[src/rtl/addr_u_tr_pkg.sv]
// Shared types and constants for the chunk-serial adder
// with temporal-redundancy fault detection.
package addr_u_tr_pkg;

  typedef enum logic [2:0] {
    S_IDLE,
    S_P1,
    S_P2,
    S_CMP,
    S_OUT
  } state_e;

  localparam int MODE_SINGLE = 0;
  localparam int MODE_CHECK  = 1;
  localparam int MODE_RETRY  = 2;

  // Number of CHUNK-bit slices needed to cover WIDTH bits.
  function automatic int nch(input int width, input int chunk);
    return (width + chunk - 1) / chunk;
  endfunction

  // Bit width able to hold 0..n, never less than one bit.
  function automatic int cw(input int n);
    return (n < 2) ? 1 : $clog2(n + 1);
  endfunction

endpackage

[src/rtl/addr_u_chunk_add.sv]
// CHUNK-bit adder slice with carry in/out; one copy is
// shared by both passes of the serial adder.
module addr_u_chunk_add #(
  parameter int CHUNK = 4
) (
  input  logic [CHUNK-1:0] a_i,
  input  logic [CHUNK-1:0] b_i,
  input  logic             cin_i,
  output logic [CHUNK-1:0] sum_o,
  output logic             cout_o
);

  logic [CHUNK:0] s;

  // Plain ripple add, widened by one bit for the carry.
  always_comb begin
    s = {1'b0, a_i}
      + {1'b0, b_i}
      + {{CHUNK{1'b0}}, cin_i};
  end

  assign sum_o  = s[CHUNK-1:0];
  assign cout_o = s[CHUNK];

endmodule

[src/rtl/addr_u_tr_seq.sv]
// Chunk-serial unsigned adder; optional second pass on
// inverted operands detects faults, with optional retry.
module addr_u_tr_seq
  import addr_u_tr_pkg::*;
#(
  parameter int WIDTH     = 8,
  parameter int CHUNK     = 4,
  parameter int MODE      = 2,
  parameter int MAX_RETRY = 2,
  parameter int CNT_W     = 8
) (
  input  logic                       clk,
  input  logic                       rst,
  input  logic                       in_valid,
  output logic                       in_ready,
  input  logic [WIDTH-1:0]           in_a,
  input  logic [WIDTH-1:0]           in_b,
  output logic                       out_valid,
  input  logic                       out_ready,
  output logic [WIDTH:0]             out_sum,
  output logic                       out_err,
  output logic [CNT_W-1:0]           err_count,
  input  logic                       fi_en,
  input  logic [$clog2(WIDTH+1)-1:0] fi_pos,
  input  logic                       fi_pass
);

  localparam int NCH   = nch(WIDTH, CHUNK);
  localparam int KW    = cw(NCH - 1);
  localparam int PW    = $clog2(WIDTH + 1);
  localparam int RW    = cw(MAX_RETRY);
  localparam int LASTW = WIDTH - (NCH - 1) * CHUNK;

  localparam logic [KW-1:0] KLAST = KW'(NCH - 1);
  localparam logic [RW-1:0] RMAX  = RW'(MAX_RETRY);

  state_e           state_q, state_d;
  logic [WIDTH-1:0] a_q, a_d;
  logic [WIDTH-1:0] b_q, b_d;
  logic [KW-1:0]    k_q, k_d;
  logic             c_q, c_d;
  logic [WIDTH:0]   r1_q, r1_d;
  logic [WIDTH:0]   r2_q, r2_d;
  logic [RW-1:0]    rty_q, rty_d;
  logic             err_q, err_d;
  logic [CNT_W-1:0] cnt_q, cnt_d;
  logic             fen_q, fen_d;
  logic [PW-1:0]    fpos_q, fpos_d;
  logic             fpass_q, fpass_d;

  logic             pass2;
  logic [WIDTH-1:0] op_a;
  logic [WIDTH-1:0] op_b;
  logic [CHUNK-1:0] a_ch;
  logic [CHUNK-1:0] b_ch;
  logic             cin;
  logic [CHUNK-1:0] sum_ch;
  logic             cout;
  logic             flt;
  logic [WIDTH:0]   r_w;
  logic             last;
  logic             mism;

  // Operand slice selection; pass 2 adds ~A + ~B + 1.
  always_comb begin
    pass2 = (state_q == S_P2);
    op_a  = pass2 ? ~a_q : a_q;
    op_b  = pass2 ? ~b_q : b_q;
    a_ch  = CHUNK'(op_a >> (int'(k_q) * CHUNK));
    b_ch  = CHUNK'(op_b >> (int'(k_q) * CHUNK));
    cin   = (k_q == '0) ? pass2 : c_q;
    last  = (k_q == KLAST);
  end

  addr_u_chunk_add #(
    .CHUNK (CHUNK)
  ) u_add (
    .a_i    (a_ch),
    .b_i    (b_ch),
    .cin_i  (cin),
    .sum_o  (sum_ch),
    .cout_o (cout)
  );

  // Merge the current slice into the active result register;
  // top bit comes from the zero-extended last slice.
  always_comb begin
    r_w = pass2 ? r2_q : r1_q;
    for (int i = 0; i < WIDTH; i++) begin
      if (i / CHUNK == int'(k_q)) begin
        r_w[i] = sum_ch[i % CHUNK];
      end
    end
    if (last) begin
      r_w[WIDTH] = (LASTW == CHUNK) ? cout
                 : sum_ch[LASTW % CHUNK];
    end
    flt = fen_q && (fpass_q == pass2);
    for (int i = 0; i <= WIDTH; i++) begin
      if (flt && fpos_q == PW'(i)) begin
        r_w[i] = 1'b1;
      end
    end
  end

  assign mism = (r1_q != ~r2_q);

  // Sequencing: passes, compare, retry decision, output hold.
  // Fault controls are re-sampled on every retry so that a
  // transient fault can clear between attempts.
  always_comb begin
    state_d = state_q;
    a_d     = a_q;
    b_d     = b_q;
    k_d     = k_q;
    c_d     = c_q;
    r1_d    = r1_q;
    r2_d    = r2_q;
    rty_d   = rty_q;
    err_d   = err_q;
    cnt_d   = cnt_q;
    fen_d   = fen_q;
    fpos_d  = fpos_q;
    fpass_d = fpass_q;
    unique case (state_q)
      S_IDLE: begin
        if (in_valid) begin
          a_d     = in_a;
          b_d     = in_b;
          fen_d   = fi_en;
          fpos_d  = fi_pos;
          fpass_d = fi_pass;
          k_d     = '0;
          rty_d   = '0;
          state_d = S_P1;
        end
      end
      S_P1: begin
        r1_d = r_w;
        c_d  = cout;
        if (last) begin
          k_d = '0;
          if (MODE == MODE_SINGLE) begin
            err_d   = 1'b0;
            state_d = S_OUT;
          end else begin
            state_d = S_P2;
          end
        end else begin
          k_d = k_q + KW'(1);
        end
      end
      S_P2: begin
        r2_d = r_w;
        c_d  = cout;
        if (last) begin
          k_d     = '0;
          state_d = S_CMP;
        end else begin
          k_d = k_q + KW'(1);
        end
      end
      S_CMP: begin
        if (mism && cnt_q != '1) begin
          cnt_d = cnt_q + CNT_W'(1);
        end
        if (MODE == MODE_RETRY && mism
            && rty_q < RMAX) begin
          rty_d   = rty_q + RW'(1);
          k_d     = '0;
          fen_d   = fi_en;
          fpos_d  = fi_pos;
          fpass_d = fi_pass;
          state_d = S_P1;
        end else begin
          err_d   = mism;
          state_d = S_OUT;
        end
      end
      S_OUT: begin
        if (out_ready) begin
          rty_d   = '0;
          state_d = S_IDLE;
        end
      end
      default: begin
        state_d = S_IDLE;
      end
    endcase
  end

  // State and datapath registers, synchronous reset.
  always_ff @(posedge clk) begin
    if (rst) begin
      state_q <= S_IDLE;
      a_q     <= '0;
      b_q     <= '0;
      k_q     <= '0;
      c_q     <= 1'b0;
      r1_q    <= '0;
      r2_q    <= '0;
      rty_q   <= '0;
      err_q   <= 1'b0;
      cnt_q   <= '0;
      fen_q   <= 1'b0;
      fpos_q  <= '0;
      fpass_q <= 1'b0;
    end else begin
      state_q <= state_d;
      a_q     <= a_d;
      b_q     <= b_d;
      k_q     <= k_d;
      c_q     <= c_d;
      r1_q    <= r1_d;
      r2_q    <= r2_d;
      rty_q   <= rty_d;
      err_q   <= err_d;
      cnt_q   <= cnt_d;
      fen_q   <= fen_d;
      fpos_q  <= fpos_d;
      fpass_q <= fpass_d;
    end
  end

  assign in_ready  = (state_q == S_IDLE) && !rst;
  assign out_valid = (state_q == S_OUT);
  assign out_sum   = out_valid ? r1_q : '0;
  assign out_err   = out_valid && err_q;
  assign err_count = cnt_q;

endmodule

[config.mk]
export PLATFORM = sky130hd
export DESIGN_NAME = addr_u_tr_seq
export DESIGN_NICKNAME = d
export VERILOG_FILES = /design/src/rtl/addr_u_tr_pkg.sv /design/src/rtl/addr_u_chunk_add.sv /design/src/rtl/addr_u_tr_seq.sv
export SDC_FILE = /design/constraint.sdc
export NUM_CORES = 1
export LEC_CHECK = 0
export BUFFER_PORTS_ARGS = -buffer_cell sky130_fd_sc_hd__buf_2
export CORE_MARGIN = 2
export CORE_UTILIZATION = 55
export CTS_CLUSTER_SIZE = 20
export DETAILED_ROUTE_END_ITERATION = 12
export HOLD_SLACK_MARGIN = 0.1
export PLACE_DENSITY = 0.88
export SLEW_MARGIN = 20
export SYNTH_ARGS = -nofsm -noshare
export SYNTH_HDL_FRONTEND = slang
export SYNTH_SLANG_ARGS = --single-unit
export TNS_END_PERCENT = 30
[constraint.sdc]
create_clock -name clk -period 3.6 [get_ports clk]
set_input_delay 0.54 -clock clk [delete_from_list [all_inputs] [get_ports clk]]
set_output_delay 0.54 -clock clk [all_outputs]
set_load 0.1 [all_outputs]
==> flow_metrics.tcl, run 1 <==
set metrics [dict create \
    wl_met1_um 2967 \
    postRouteAntennaNets 0 \
    synth_top_area_share 0.3659 \
    io_pins 46 \
    grt_pass1_wl_um 10850 \
    dieHeight_um 78.64 \
    crit_type "reg2reg" \
    dieArea_mm2 0.006184 \
    clk-insertion-delay-late_ns 0.30 \
    cp_max_fo 14 \
    cts-hold-fix-buffers 0 \
    cts_setup_buffers 0 \
    syn_avg_cell_area_um2 8.559 \
    cts_tree "built" \
    period_share 0.8493 \
    wl_met3_um 249 \
    ys_seq_elements 56 \
    timing.slew.headroom 0.5811 \
    outcome "finished, final reports clean" \
    hold_viol_final 0 \
    cp-start-kind "flop" \
    cts_resized 0 \
    grt_setup_unrepaired "false" \
    gp_congestion 0.7770 \
    grt_max_degree 63 \
    regArea_mm2 0.001121 \
    cts_buffers 5 \
    track_usage 0.2153 \
    power.density_mw_per_mm2 422.9 \
    setup_tns_ns 0 \
    slew_viol_final 0 \
    hp-class "reg2reg" \
    first_global_vias 2394 \
    met2_length_um 2961 \
    nNetsFinal 424 \
    leakagePower_nw 1.333 \
    synth_cell_types 47 \
    syn_inst 358 \
    yosysTopAreaCell "dfxtp_1" \
    layout-drive-gt1-share 0.1811 \
    drt-wirelength-per-cell_um 13.48 \
    first_pass_iters 4 \
    clkTransAtPathRegs_ns 0.09 \
    ctsLongestPathBuffers 2 \
    worstPathArrival_ns 3.22 \
    highest_layer "met4" \
    synth-edff-count 0 \
    ys.warnings.count 0 \
    diodes 0 \
    grt-ovfl-total 0 \
    first_iter_violations 132 \
    synthFlopType "dfxtp_1" \
    portBuffers 45 \
    synth-seq-area-share 0.3659 \
    multi_input_area_mm2 0.001808 \
    finalClockSkew_ns 0.001929 \
    antenna_found_initial 0 \
    coreArea_mm2 0.005439 \
    cts_sinks 56 \
    clock.fmax_mhz 327.0 \
    period_minus_slack_ns 3.058 \
    initial_core_util 0.5634 \
    syn-num-nets 390 \
    fillerInstances 475 \
    synthArstFlopShare 0 \
    ir_drop_uv 241.0 \
    routed_wirelength_um 6256 \
    dpl.hpwl_um 4550 \
    tightest_slew_ns 0.6274 \
    synthTopCellsByArea "dfxtp_1 (37%), mux2i_1 (9.8%), a21oi_1 (5.4%), nand2_1 (4.7%), a211oi_1 (4.2%)" \
    reg2reg_slack_ns 0.54 \
    syn2layout_area_growth_pct 10.86 \
    cts-root-buf "clkbuf_8" \
    crit_required_ns 3.77 \
    pre_cts_ws_ns 0.5648 \
    drc_errors 0 \
    vias 2594 \
    via_per_inst 5.591 \
    cap_violations 0 \
    fp.dieW_um 78.64 \
    cts.htree.levels 2 \
    num_rows 27 \
    setup_slack_ns 0.5424 \
    finalSetupViolCount 0 \
    crit_path_end_kind "flop" \
    synthesis.area_mm2 0.003064 \
]
## Yosys cell counts (4+ instances only)
master    instances
dfxtp_1          56
nand2_1          38
a21oi_1          33
nor2_1           32
mux2i_1          30
a211oi_1         17
clkbuf_1         15
nand2b_1         15
and2_1           11
xor2_1           10
nand3_1           8
nor3_1            8
o21ai_0           8
xnor2_1           8
buf_2             6
or3_1             6
a311oi_1          4
a31oi_1           4
ha_1              4
## power breakdown
part	internal, mW	switching [mW]
clock	0.133	0.188
sequential	0.672	0.0644
combinational	0.167	0.213
total	0.972	0.465
## critical path, cell delays in order (launching register included)
cell      delay, ns
dfxtp_1        0.59
nor3b_4        0.59
xor2_1         0.20
fa_1           0.49
fa_1           0.41
xor2_1         0.20
nor2_1         0.07
a311oi_2       0.24
a211oi_1       0.12
## routing by layer
metal  up-vias  GRT usage
li1       1323          -
met1      1207     0.2820
met2        56     0.3513
met3         8    0.04713
met4         0    0.07193
met5         -          0
## final cells by class
type | count | share of cell area
clock buffer | 6 | 0.02136
clock inverter | 1 | 0.001473
inverter | 4 | 0.004420
multi-input combinational | 272 | 0.5322
sequential | 56 | 0.3300
tap | 72 | 0.02652
timing repair buffer | 53 | 0.08398
## flip-flops by register name, summed over array words and instances (netlist names)
register and flops:
err_q 1, err_count 8, rty_q 2, b_q 8, state_q 3, r2_q 9
fpos_q 4, fen_q 1, fpass_q 1, k_q 1, r1_q 9, a_q 8
c_q 1
## cells by family (layout without fill, tap and decap cells)
logic type	count (synthesis)	count (layout)	share of synthesized area
compound gates	75	75	0.1556
xor+xnor	19	19	0.05676
fa+ha+maj	6	6	0.02940
buf+inv	30	64	0.04777
flops	56	56	0.3659
mux	30	30	0.09800
simple gates	142	142	0.2466
## through the flow
stage                     std cells  area [µm²]  power [mW]  hold WS [ns]  utilization
after floorplan                 358        3070       1.041        0.4357            -
after global placement          457        3319       1.111        0.4414       0.6103
after detailed placement        457        3319       1.129        0.4478       0.6103
after CTS                       464        3397       1.448        0.4570       0.6246
after global routing            464        3397       1.525        0.4656       0.6246
final                           464        3397       1.437        0.4569       0.6246
## layout by cell type, fill, tap and decap left out, drive strengths merged, types with 4 or more instances in the layout
cell / synthesis / routed
a211oi: 17 / 17
xor2: 11 / 11
a311oi: 5 / 5
o21ai: 8 / 8
nand2b: 15 / 15
ha: 4 / 4
clkbuf: 15 / 6
a21oi: 33 / 33
a31oi: 4 / 4
dfxtp: 56 / 56
buf: 11 / 53
or3: 6 / 6
nand3: 8 / 8
mux2i: 30 / 30
nor2: 33 / 33
and2: 11 / 11
nand2: 38 / 38
nor3: 8 / 8
xnor2: 8 / 8
## path summary, 6_finish.rpt
| check | end | cells past startpoint | start |
|---|---|---|---|
| max | r2_q[2] | 8 | state_q[1] |
| min | b_q[6] | 2 | b_q[6] |
| max reg2reg | r2_q[2] | 8 | state_q[1] |
| min reg2reg | b_q[6] | 2 | b_q[6] |
Power figures use the tool's default switching activity.
==> run 2: changes to the inputs <==
CORE_UTILIZATION = 51   (was 55)
PLACE_DENSITY = 0.86   (was 0.88)
clock period = 2.6 ns   (was 3.6 ns; I/O delays follow)
==> flow_metrics.tcl, run 2 (synthesis results as in run 1) <==
set metrics [dict create \
    timing.slew.headroom 0.5321 \
    dieHeight_um 81.51 \
    worstPathArrival_ns 2.68 \
    pre_cts_ws_ns 0.08473 \
    num_rows 28 \
    antenna_found_initial 0 \
    hold_end "a_q[3]" \
    ctsLongestPathBuffers 2 \
    portBuffers 45 \
    clkPwrFrac 0.262 \
    slew_viol_final 0 \
    vias 2682 \
    worstPathCellList "nor3b_4, buf_6, xnor2_1, ha_1, nor2b_1, o21a_1, or3_1, a31oi_1, a311oi_1" \
    multi_input_area_mm2 0.001818 \
    clk-insertion-delay-late_ns 0.31 \
    hp-class "in2reg" \
    r2r-start "state_q[0]" \
    reg2reg_slack_ns 0.09 \
    fp.dieW_um 81.51 \
    cts_buffers 5 \
    drt-wirelength-per-cell_um 14.28 \
    tightest_slew_ns 0.6966 \
    initial_core_util 0.5237 \
    track_usage 0.2098 \
    syn2layout_area_growth_pct 19.07 \
    holdPathStages 3 \
    r2r_cells 9 \
    first_pass_iters 5 \
    critPathMaxStageDelay_ns 0.36 \
    finalClockSkew_ns 0.005439 \
    layout_common_cells "dfxtp_1 (55), nand2_1 (38), buf_2 (34)" \
    cp-start-kind "flop" \
    dpl.hpwl_um 4780 \
    leakagePower_nw 1.405 \
    period_minus_slack_ns 2.512 \
    first_iter_violations 221 \
    whs_ns 0.3080 \
    cp_max_fo 6 \
    cts_tree "built" \
    ir_drop_uv 305.2 \
    cts-root-buf "clkbuf_8" \
    coreArea_mm2 0.005851 \
    cell_internal_pwr_mw 1.463 \
    dieArea_mm2 0.006644 \
    cap_violations 0 \
    hold_viol_final 0 \
    gp_congestion 0.8417 \
    cts.htree.levels 2 \
    fillerInstances 495 \
    worstHoldStart "in_a[3]" \
    grt_pass1_wl_um 10950 \
    final_common_cell "dfxtp_1" \
    finalSetupViolCount 0 \
    power.density_mw_per_mm2 587.5 \
    outcome "finished, final reports clean" \
    rr_endpoint "r1_q[3]" \
    crit_required_ns 2.77 \
    sequentialPowerShare 0.467 \
    comb_power_share 0.271 \
    drc_errors 0 \
    cts_sinks 56 \
    routed_wirelength_um 6756 \
    power.switching_mw 0.6799 \
    critPathSlowestCell "nor3b_4" \
    switching_share 0.3172 \
    setup_slack_ns 0.08821 \
    top_regs "r1_q (9), r2_q (9)" \
    via_per_inst 5.670 \
    crit_path_end_kind "flop" \
    regArea_mm2 0.001122 \
    diodes 0 \
    nNetsFinal 429 \
    clock.fmax_mhz 398.1 \
    layout-drive-gt1-share 0.2010 \
    clkTransAtPathRegs_ns 0.10 \
    io_pins 46 \
    crit_type "reg2reg" \
    first_global_vias 2402 \
    period_share 0.9661 \
    grt-ovfl-total 0 \
    grt_max_degree 63 \
    postRouteAntennaNets 0 \
]
## run 2: changes by cell type in the layout (fill, tap and decap cells not counted), sizes merged
cell	previous run	this run
bufinv	0	1
buf	53	58
## run 2: metal layers
metal	wire, µm	global-route usage
met1	2898	0.2637
met2	3343	0.3541
met3	389	0.04396
met5	0	0
met4	125	0.07627
## run 2: power groups by stage
stage	clock [mW]	combinational, mW	sequential, mW
floorplan	0	0.437	1.00
global placement	0	0.539	1.01
detailed placement	0	0.559	1.02
CTS	0.569	0.566	1.00
global route	0.612	0.638	1.01
finish	0.562	0.580	1.00
## run 2: cell type report
class	instances	area share
inverters	4	0.004115
repair buffers	58	0.1348
flip-flops and latches	56	0.3076
clock inverters	2	0.009602
multi-input cells	272	0.4983
well taps	75	0.02572
clock buffers	6	0.01989
## run 2: how the worst max path moves through the flow
stage | start | slack, ns | to | depth (start not counted)
after floorplan | rst | -0.33 | in_ready | 4
after global placement | k_q | 0.22 | r2_q[2] | 8
after detailed placement | k_q | 0.08 | r2_q[2] | 8
after CTS | state_q[2] | 0.06 | r2_q[2] | 8
after global routing | state_q[0] | -0.05 | r1_q[3] | 9
final | state_q[0] | 0.09 | r1_q[3] | 9
## run 2: worst max-delay path, delay by kind of cell, from the launching register on
| kind | cells | cell delay [ns] |
|---|---|---|
| AOI/OAI and AO/OA | 3 | 0.56 |
| adders and majority gates | 1 | 0.27 |
| and+or+nand+nor | 3 | 0.85 |
| buffers and inverters | 1 | 0.19 |
| xor gates and xnor gates | 1 | 0.16 |
| DFF | 1 | 0.34 |
## run 2: timing repair
action / in CTS / in global routing
hold endpoints to repair: 0 / 0
hold buffers: 0 / 0
resized for setup: 0 / 4
setup endpoints to repair: 0 / 8
setup buffers: 0 / 0
## run 2: stage by stage
step / util / setup TNS, ns / area, µm² / power [mW] / instances
3_3_place_gp: 0.6027 / 0 / 3526 / 1.553 / 465
5_1_grt: 0.6236 / -0.1125 / 3649 / 2.264 / 473
3_5_place_dp: 0.6027 / 0 / 3526 / 1.578 / 465
2_1_floorplan: - / -1.341 / 3072 / 1.441 / 358
6_report: 0.6236 / 0 / 3649 / 2.143 / 473
4_1_cts: 0.6210 / 0 / 3633 / 2.135 / 473
==> run 3: changes to the inputs <==
ABC_AREA = 1   (was not set)
CORE_UTILIZATION = 52   (was 51)
PLACE_DENSITY = 0.88   (was 0.86)
==> flow_metrics.tcl, run 3 <==
set metrics [dict create \
    portBuffers 45 \
    coreArea_mm2 0.005886 \
    hold_end "fpos_q[3]" \
    diodes 0 \
    cts_sinks 56 \
    clkTransAtPathRegs_ns 0.11 \
    cp_max_fo 5 \
    synth-edff-count 0 \
    layout_common_cells "nand2_1 (103), inv_1 (59), a21oi_1 (59)" \
    synthArstFlopShare 0 \
    antenna_found_initial 0 \
    finalSetupViolCount 0 \
    utilization 0.6027 \
    syn_avg_cell_area_um2 6.724 \
    num_rows 28 \
    period_minus_slack_ns 2.371 \
    dieArea_mm2 0.006690 \
    synth_compound_area_frac 0.1781 \
    cts_resized 0 \
    drc_errors 0 \
    outcome "finished, final reports clean" \
    cts-root-buf "clkbuf_8" \
    synthAdderAreaFrac 0.02863 \
    crit_required_ns 2.83 \
    synth_commonest_cells "nand2_1 (103), a21oi_1 (59), inv_1 (59)" \
    dp.cells 577 \
    final_common_cell "nand2_1" \
    holdPathStages 3 \
    nNetsFinal 543 \
    synthTopCellsByArea "dfxtp_1 (36%), nand2_1 (12%), a21oi_1 (9.4%), inv_1 (7.0%), nand3_1 (5.6%)" \
    grt_setup_unrepaired "false" \
    first_global_vias 2809 \
    tightest_slew_ns 0.4762 \
    synthSimpleGateAreaFrac 0.2767 \
    crit_path_end_kind "flop" \
    postRouteAntennaNets 0 \
    clock.fmax_mhz 421.8 \
    r2r_cells 10 \
    whs_ns 0.3302 \
    syn2layout_area_growth_pct 12.72 \
    r2r-start "state_q[0]" \
    syn-num-nets 500 \
    pre_cts_ws_ns 0.2263 \
    synthFlopType "dfxtp_1" \
    place_area_mm2 0.003436 \
    ys_seq_elements 56 \
    first_pass_iters 4 \
    grt_pass1_wl_um 11710 \
    leakagePower_nw 1.692 \
    track_usage 0.2230 \
    hold_viol_final 0 \
    setup_slack_ns 0.2294 \
    gp_congestion 0.9302 \
    fp.dieW_um 81.79 \
    grt_max_degree 26 \
    fin_area_mm2 0.003547 \
    crit_type "reg2reg" \
    initial_core_util 0.5347 \
    rr_endpoint "r2_q[1]" \
    synth-seq-area-share 0.3563 \
    cts_setup_buffers 0 \
    synthMuxAreaShare 0 \
    synthesis.area_mm2 0.003147 \
    fin_cells 587 \
    grt-ovfl-total 0 \
    hp-class "in2reg" \
    power_mw 4.149 \
    synth_cell_types 35 \
    via_per_inst 5.181 \
    synth-xor-area-share 0.05010 \
    cts-hold-fix-buffers 0 \
    fillerInstances 560 \
    worstHoldStart "fi_pos[3]" \
    power.density_mw_per_mm2 1170 \
    ys.warnings.count 0 \
    dpl.hpwl_um 5449 \
    cts.htree.levels 2 \
    syn_inst 468 \
    ir_drop_uv 595.7 \
    cp-start-kind "flop" \
    top_regs "r1_q (9), r2_q (9)" \
    finalClockSkew_ns 0.01344 \
    clk-insertion-delay-late_ns 0.32 \
    vias 3041 \
    yosysTopAreaCell "dfxtp_1" \
    dieHeight_um 81.79 \
    setup_tns_ns 0 \
    synth_top_family_by_area "simple AND/OR/NAND/NOR gates" \
    timing.slew.headroom 0.6817 \
    worstPathArrival_ns 2.60 \
    slew_viol_final 0 \
    layout-drive-gt1-share 0.1777 \
    first_iter_violations 211 \
    synth_top_area_share 0.3563 \
    cap_violations 0 \
    routed_wirelength_um 7308 \
    io_pins 46 \
    cts_tree "built" \
    ctsLongestPathBuffers 2 \
    drt-wirelength-per-cell_um 12.45 \
    reg2reg_slack_ns 0.23 \
    post-synth-top-count-cell "nand2_1" \
    cts_buffers 5 \
    period_share 0.9118 \
]
-- run 3: changes by cell type after synthesis, sizes merged, moves of 10 or more --
| cell | previous run | this run |
|---|---|---|
| nand3 | 8 | 35 |
| a211oi | 17 | 1 |
| nand2 | 38 | 110 |
| nand2b | 15 | 0 |
| a21oi | 33 | 60 |
| mux2i | 30 | 0 |
| and2 | 11 | 0 |
| inv | 3 | 64 |
| o21ai | 8 | 37 |
| nor2 | 33 | 43 |
-- run 3: cells by family (layout without fill, tap and decap cells) --
kind of cell	after synthesis	after routing
buf+inv	84	128
compound gates	105	105
fa+ha+maj	6	6
simple gates	199	199
flops	56	56
xor+xnor	18	18
-- run 3: worst max-delay path by stage --
stage                          to  startpoint  cells past startpoint
after global routing      r2_q[8]         k_q                     13
after floorplan           r2_q[1]  state_q[2]                     14
final                     r2_q[1]  state_q[0]                     10
after CTS                 r1_q[2]  state_q[0]                     11
after global placement    r1_q[2]  state_q[0]                     11
after detailed placement  r1_q[2]  state_q[0]                     11
-- run 3: layer usage --
metal / routed length, µm / track usage / vias to the layer above
met2: 3407 / 0.3772 / 100
li1: - / - / 1575
met5: 0 / 0 / -
met4: 137 / 0.08000 / 0
met1: 3345 / 0.2819 / 1349
met3: 417 / 0.04286 / 17
-- run 3: cell type report --
| type | count | area [µm²] | area share |
|---|---|---|---|
| flip-flops and latches | 56 | 1121 | 0.3161 |
| multi-input cells | 328 | 1688 | 0.4758 |
| inverters | 64 | 240.2 | 0.06772 |
| repair buffers | 56 | 307.8 | 0.08677 |
| clock inverters | 3 | 27.53 | 0.007760 |
| clock buffers | 5 | 68.82 | 0.01940 |
| well taps | 75 | 93.84 | 0.02646 |
-- run 3: power breakdown --
part | internal, mW | switching [mW] | total [mW]
clock network | 0.199 | 0.314 | 0.513
registers | 1.11 | 0.180 | 1.29
logic | 0.884 | 1.46 | 2.35
-- run 3: critical path, cell delays in order (launching register included) --
cell and delay (ns):
dfxtp_1 0.36, nor2_2 0.13, nand2_2 0.12, xor2_1 0.19
fa_1 0.48, fa_2 0.56, nand2_1 0.06, a22oi_1 0.22
nand2_1 0.08, nand2_1 0.06, inv_1 0.04
